`src/rtl/pipe_stage_skid.sv`:
```
// pipe_stage_skid: valid/ready pipeline stage with a one-entry skid buffer, flush and saturating stall counter
module pipe_stage_skid #(
   parameter int OPCODE_W = 3,
   parameter int ADDR_W   = 5,
   parameter int CTRL_W   = 4,
   parameter int CNT_W    = 8
) (
   input  logic                clk,
   input  logic                rst,
   input  logic                in_valid,
   output logic                in_ready,
   input  logic [OPCODE_W-1:0] in_opcode,
   input  logic [ADDR_W-1:0]   in_addr,
   input  logic [CTRL_W-1:0]   in_ctrl,
   output logic                out_valid,
   input  logic                out_ready,
   output logic [OPCODE_W-1:0] out_opcode,
   output logic [ADDR_W-1:0]   out_addr,
   output logic [CTRL_W-1:0]   out_ctrl,
   input  logic                flush,
   input  logic                clr_cnt,
   output logic [CNT_W-1:0]    stall_cnt
);
   localparam int DW = OPCODE_W + ADDR_W + CTRL_W;
   logic             m_valid_q, m_valid_d, s_valid_q, s_valid_d;
   logic [DW-1:0]    m_data_q, m_data_d, s_data_q, s_data_d, in_data;
   logic [CNT_W-1:0] cnt_q, cnt_d;
   logic             accept, pop;
   assign in_data    = {in_ctrl, in_addr, in_opcode};
   assign in_ready   = ~s_valid_q;
   assign accept     = in_valid & in_ready;
   assign pop        = m_valid_q & out_ready;
   assign out_valid  = m_valid_q;
   assign out_opcode = m_data_q[OPCODE_W-1:0];
   assign out_addr   = m_data_q[OPCODE_W +: ADDR_W];
   // bubbles must never leak a stale write enable downstream
   assign out_ctrl   = m_valid_q ? m_data_q[DW-1 -: CTRL_W] : '0;
   assign stall_cnt  = cnt_q;
   always_comb begin
      m_valid_d = m_valid_q;
      s_valid_d = s_valid_q;
      m_data_d  = m_data_q;
      s_data_d  = s_data_q;
      if (flush) begin
         m_valid_d = 1'b0;
         s_valid_d = 1'b0;
      end else if (s_valid_q) begin
         if (pop) begin
            m_data_d  = s_data_q;
            s_valid_d = 1'b0;
         end
      end else if (accept) begin
         if (!m_valid_q || pop) begin
            m_data_d  = in_data;
            m_valid_d = 1'b1;
         end else begin
            s_data_d  = in_data;
            s_valid_d = 1'b1;
         end
      end else if (pop) begin
         m_valid_d = 1'b0;
      end
      cnt_d = clr_cnt ? '0 : (m_valid_q && !out_ready && !(&cnt_q)) ? cnt_q + 1'b1 : cnt_q;
   end
   always_ff @(posedge clk or posedge rst) begin
      if (rst) begin
         m_valid_q <= 1'b0;
         s_valid_q <= 1'b0;
         m_data_q  <= '0;
         s_data_q  <= '0;
         cnt_q     <= '0;
      end else begin
         m_valid_q <= m_valid_d;
         s_valid_q <= s_valid_d;
         m_data_q  <= m_data_d;
         s_data_q  <= s_data_d;
         cnt_q     <= cnt_d;
      end
   end
endmodule

```
`config.mk`:
```
export PLATFORM = sky130hd
export DESIGN_NAME = pipe_stage_skid
export DESIGN_NICKNAME = d
export VERILOG_FILES = /design/src/rtl/pipe_stage_skid.sv
export SDC_FILE = /design/constraint.sdc
export NUM_CORES = 1
export LEC_CHECK = 0
export BUFFER_PORTS_ARGS = -buffer_cell sky130_fd_sc_hd__buf_2
export CORE_AREA = 2 2 72 74
export CTS_BUF_LIST = sky130_fd_sc_hd__clkbuf_8
export CTS_CLUSTER_DIAMETER = 60
export DETAILED_ROUTE_END_ITERATION = 16
export DIE_AREA = 0 0 74 76
export GPL_TIMING_DRIVEN = 0
export PLACE_DENSITY = 0.63
export SLEW_MARGIN = 20
export SYNTH_ARGS = -nofsm -noshare
export SYNTH_HDL_FRONTEND = slang
export SYNTH_SLANG_ARGS = --single-unit
```
`constraint.sdc`:
```
create_clock -name clk -period 1.7 [get_ports clk]
set_clock_uncertainty 0.1 [all_clocks]
set_input_delay 0.255 -clock clk [delete_from_list [all_inputs] [get_ports clk]]
set_output_delay 0.255 -clock clk [all_outputs]
set_load 0.05 [all_outputs]
```
**Word-level counts from Yosys, hierarchy flattened**

Index checks and enable logic that the tools add are counted.

- $add $sub $neg: 1
- Multiplexer cells: 17
- Equality and inequality tests: 3
- Reduce and logical (&&, ||, !) cells: 14
- Bitwise logic cells: 5

Operators with widths:

| cell | count |
|---|---|
| 2-to-1 mux 12 bit | 4 |
| 2-to-1 mux 8 bit | 2 |
| 2-to-1 mux 1 bit | 10 |
| adder 8 x 1 -> 8 bit (second input constant) | 1 |
| AND reduction 4 bit | 2 |
| AND reduction 8 bit | 1 |
| nonzero test 2 bit | 3 |
| 2-to-1 mux 4 bit | 1 |
| zero test 1 bit | 3 |
| != test 3 x 2 -> 1 bit (second input constant) | 1 |
| inverter 1 bit | 3 |
| AND reduction 3 bit | 1 |
| nonzero test 3 bit | 1 |
| AND 1 bit | 2 |
| logical AND 1 bit | 2 |
| != test 2 x 1 -> 1 bit (second input constant) | 1 |
| != test 2 bit (second input constant) | 1 |
| logical OR 1 bit | 1 |

- Word-level logic and storage cells: 45
- Register bits after elaboration: 34
- Input bits: 18

**Logic depth before layout (Yosys ltp)**

- Depth after elaboration: 6
- Gate-level depth with buffers: 6

**Worst setup path after synthesis**

No wires, ideal clock.

- Path type: register -> register
- From: register m_valid_q, in the netlist out_valid
- To: register s_data_q[0]
- Setup time: 125 ps
- Data required time: 1,475 ps
- Clock period less this slack: 2,027 ps
- Stages on the path, launching flop included: 6
- Arrival: 1,803 ps
- Slack: -327 ps
- Cell sequence: dfrtp_1 buf_4 and2b_4 nor3b_2 buf_4 mux2_2

- Cells in the longest elaborated chain, start to end: 4

RTL lines:

| item | RTL line | RTL |
|---|---|---|
| start, declared | 25 | `logic m_valid_q, m_valid_d, s_valid_q, s_valid_d;` |
| start signal, assigned | 73 | `m_valid_q <= m_valid_d;` |
| AND 1 bit / zero test 1 bit (equally long branches) | 32, 53 |  |
| logical OR 1 bit * | 53 | `if (!m_valid_q \|\| pop) begin` |
| inverter 1 bit (no source line) * | n/a |  |
| AND reduction 4 bit (no source line) * | n/a |  |
| end signal, assigned | 76 | `s_data_q <= s_data_d;` |
| end, declared | 26 | `logic [DW-1:0] m_data_q, m_data_d, s_data_q, s_data_d, in_data;` |

Mark *: on every way between the ends. The rest lies on a longest branch, timed or not.
A chain may end at the register's enable or synchronous reset.

**Final worst setup path**

- From: register m_valid_q, in the netlist out_valid
- To: output port out_ctrl[2]

- Cells in the longest elaborated chain, start to end: 1

RTL lines:

| item | RTL line | RTL |
|---|---|---|
| 2-to-1 mux 4 bit | 37 | `assign out_ctrl = m_valid_q ? m_data_q[DW-1 -: CTRL_W] : '0;` |
| end, declared | 19 | `output logic [CTRL_W-1:0] out_ctrl,` |

No other way between the ends.

==> summary.txt <==
Clock network
  • Post-CTS Hold Fix Bufs: 0
  • CTS H-tree depth: 2
  • TritonCTS clock tree: done
  • Worst-path clk slew: approximately 70 ps
  • CTS Root Cell: clkbuf_8
  • Worst-skew pair later-pin latency: ~290 ps
  • CTS Buffer Depth: 2
  • Total CTS buffers: 5
  • TritonCTS sink count: 34

STA
  • Peak Freq: between 0.6 and 0.7 GHz
  • Final Hold Viols: 34
  • Worst rel slew slack: 51.58%
  • Worst-Margin Slew: 725.3 ps
  • RSZ-0062 raised after global routing: yes
  • Final WS setup: 43.39 ps
  • Final Setup Violations: 0
  • Slew Limit Fails: 0
  • Final hold slack: -16.05 ps
  • Period minus WS final: 1657 ps
  • Fin crit share: 97.45%

Power and ir drop
  • VDD IR max: 0.0004310 V
  • Pleak: 1.034 nW
  • Int Power: 0.001653 W
  • PD cells: 1087 mW/mm^2
  • P_sw: 0.0007326 W
  • Clock power share: 29.6%
  • Sw Ratio: a little under a third
  • Register share of total power: 43.0%
  • Comb power frac: 27.4%
  • Final total power: 0.002386 W

Die
  • Die area: 0.005624 mm^2
  • Die Y-Extent: 76 um
  • Row count: 26
  • Die width: 74 um
  • Core box area: 0.004912 mm^2
  • Starting density of the core: 33.49%
  • Ports: 40

Critical path
  • FF-to-FF setup slack: 50 ps
  • Crit. End Element: output pin
  • Worst R2R Path Depth: 6
  • Reg2reg end: stall_cnt[5]
  • WP data arrival: between 1000 and 1500 ps
  • Crit path kind: register to output pin
  • Worst R2R Start: out_valid
  • Startpoint class of the critical path: register
  • Max FO, Critical Path: 6
  • CP Data Required Time: ~1300 ps

Yosys
  • Mapped Cells: 146
  • Yosys reg bits: 34
  • Top post-synthesis cells by count: dfrtp_1 (34), a21oi_1 (18), nor2_1 (17)
  • Yosys top cell area share: between 50% and 60%
  • Synth area leaders: dfrtp_1 (52%), mux2_2 (8.2%), mux2i_1 (7.9%)
  • Yosys warns: 0
  • Post-synth top area cell: dfrtp_1
  • Ys flop type: dfrtp_1
  • Fraction of registers with async set/reset: between 90% and 100%
  • Sequential area share after synthesis: 51.71%
  • Top-count cell post-synth: dfrtp_1
  • EDFF count, synth: 0
  • Net count after synthesis: 165
  • Avg Inst Size Synth: about 11 um^2
  • Yosys cell types: 31
  • Synth Cell Area: 0.001645 mm^2

Layout
  • Final core occ: 44.68%
  • Fillers: approximately 470
  • Final net count: between 200 and 250
  • Ant diodes: 0
  • Layout cells sized above 1: a little under half
  • Count of non-filler cells in the finished layout: 272
  • Area delta synth->final: 33.38%
  • Final instance area: between 0.002 and 0.0025 mm^2

Placement
  • DP Worst Slack: -57.79 ps
  • Post-DP Area: around 0.0019 mm^2
  • Hpwl dp: between 2 and 2.5 mm
  • Gpl congestion: 0.7453
  • Placed cells: 254
  • Port-buffer cells: 38

Outcome
  • Failing checks: hold timing
  • Status: complete, but fails checks

GRT
  • Number of antenna violations at the first check in global routing: 0
  • GR Util All Layers: 13.40%
  • GR Overflow Total: 0
  • Global-route wire length before repair: between 5 and 6 mm
  • Number of global-route vias before repair: 1236
  • Largest net degree at the start of global routing: 35

Route
  • Via density: 4.596
  • Residual DRC: 0
  • Antenna viol nets, final: 0
  • DR pass1 iterations: 4
  • WL/cell: ~13 um
  • Routed wire length: approximately 3.6 mm
  • Drt initial violations: 48
  • Vias post-DR: 1250

Min path
  • Hold crit path type: input pin to asynchronous set/reset pin

Flow run
  • Max cap viols: 0
[per-layer routing]
layer	vias up	global-route usage, %	part of all wire, %
li1	611	-	-
met1	596	16.67	46
met2	36	21.52	46
met3	7	3.439	6.0
met4	0	6.000	1.8
met5	-	0	0
[cells in the final DEF, fill, tap and decap left out]
cell type / synthesis / routed
clkbuf_4: 0 / 1
a21oi_1: 18 / 18
inv_2: 0 / 1
mux2i_1: 13 / 13
nand2_4: 1 / 1
and2_1: 4 / 4
a41o_1: 1 / 1
dfrtp_2: 0 / 6
clkbuf_8: 0 / 8
buf_6: 0 / 4
o21ai_0: 3 / 2
nand3_1: 1 / 1
inv_1: 4 / 3
and3_1: 2 / 2
dfrtp_1: 34 / 28
o21a_1: 1 / 1
nor3b_4: 0 / 1
buf_2: 3 / 36
o21ai_1: 0 / 1
nand2b_4: 1 / 1
ha_1: 1 / 1
and4b_1: 1 / 1
a211oi_4: 1 / 1
and2b_4: 1 / 1
nor2_1: 17 / 17
nor3_1: 1 / 1
nand2_1: 2 / 2
nand4_1: 2 / 2
o31ai_1: 1 / 1
a211oi_1: 3 / 3
mux2_4: 0 / 12
o211ai_1: 1 / 1
or3_1: 1 / 1
clkbuf_1: 1 / 1
buf_4: 11 / 21
or4_1: 1 / 1
xor2_1: 2 / 2
[registers in the layout, indices dropped and copies added (netlist names)]
register	count
m_data_q	12
s_data_q	12
stall_cnt	8
out_valid	1
s_valid_q	1
[how the worst max path moves through the flow]
stage              endpoint       from  depth (start not counted)
3_5_place_dp    s_data_q[9]  out_valid                          5
3_3_place_gp    s_data_q[3]  out_valid                          5
2_1_floorplan   s_data_q[0]  out_valid                          5
6_report        out_ctrl[2]  out_valid                          4
5_1_grt        stall_cnt[5]  out_valid                          6
4_1_cts         s_data_q[5]  out_valid                          5
[layout make-up]
class / count / area (um^2) / share of cell area (%)
multi-input cells: 93 / 729.5 / 33.24
well taps: 70 / 87.58 / 3.991
plain buffers: 15 / 120.1 / 5.473
clock buffers: 8 / 110.1 / 5.017
inverters: 4 / 15.01 / 0.6842
repair buffers: 48 / 274.0 / 12.49
flip-flops and latches: 34 / 858.3 / 39.11
[metrics by stage]
stage,hold slack (ps),TNS [ps]
CTS,7.559,-0.6889
global placement,388.6,-525.7
finish,-16.05,0
global route,49.62,-20.76
floorplan,214.5,-1176
detailed placement,324.5,-576.8
[critical path, stage by stage (launching register included)]
cell and delay [ps]:
dfrtp_2 410, buf_6 130, buf_4 130, and2_1 130
clkbuf_4 210
[power groups by stage]
stage	sequential [W]	combinational, W	clock (W)
after floorplan	0.00103	0.000457	0
after global placement	0.00103	0.000573	0
after detailed placement	0.00104	0.000585	0
after CTS	0.00102	0.000601	0.000728
after global routing	0.00105	0.000705	0.000748
final	0.00103	0.000653	0.000706
[cell families after synthesis]
| logic type | share of synthesized area (%) |
|---|---|
| compound gates | 10.95 |
| simple gates | 12.32 |
| flops | 51.71 |
| xor+xnor | 1.065 |
| fa+ha+maj | 0.7603 |
| mux | 16.12 |
| buf+inv | 7.072 |
[timing repair]
action,4_1_cts,5_1_grt
pin swaps,1,2
endpoints found under the setup margin,21,24
cloned,1,0
buffers inserted,5,4
gates resized for setup,6,16
No activity file was read; power rests on OpenSTA's default activity.
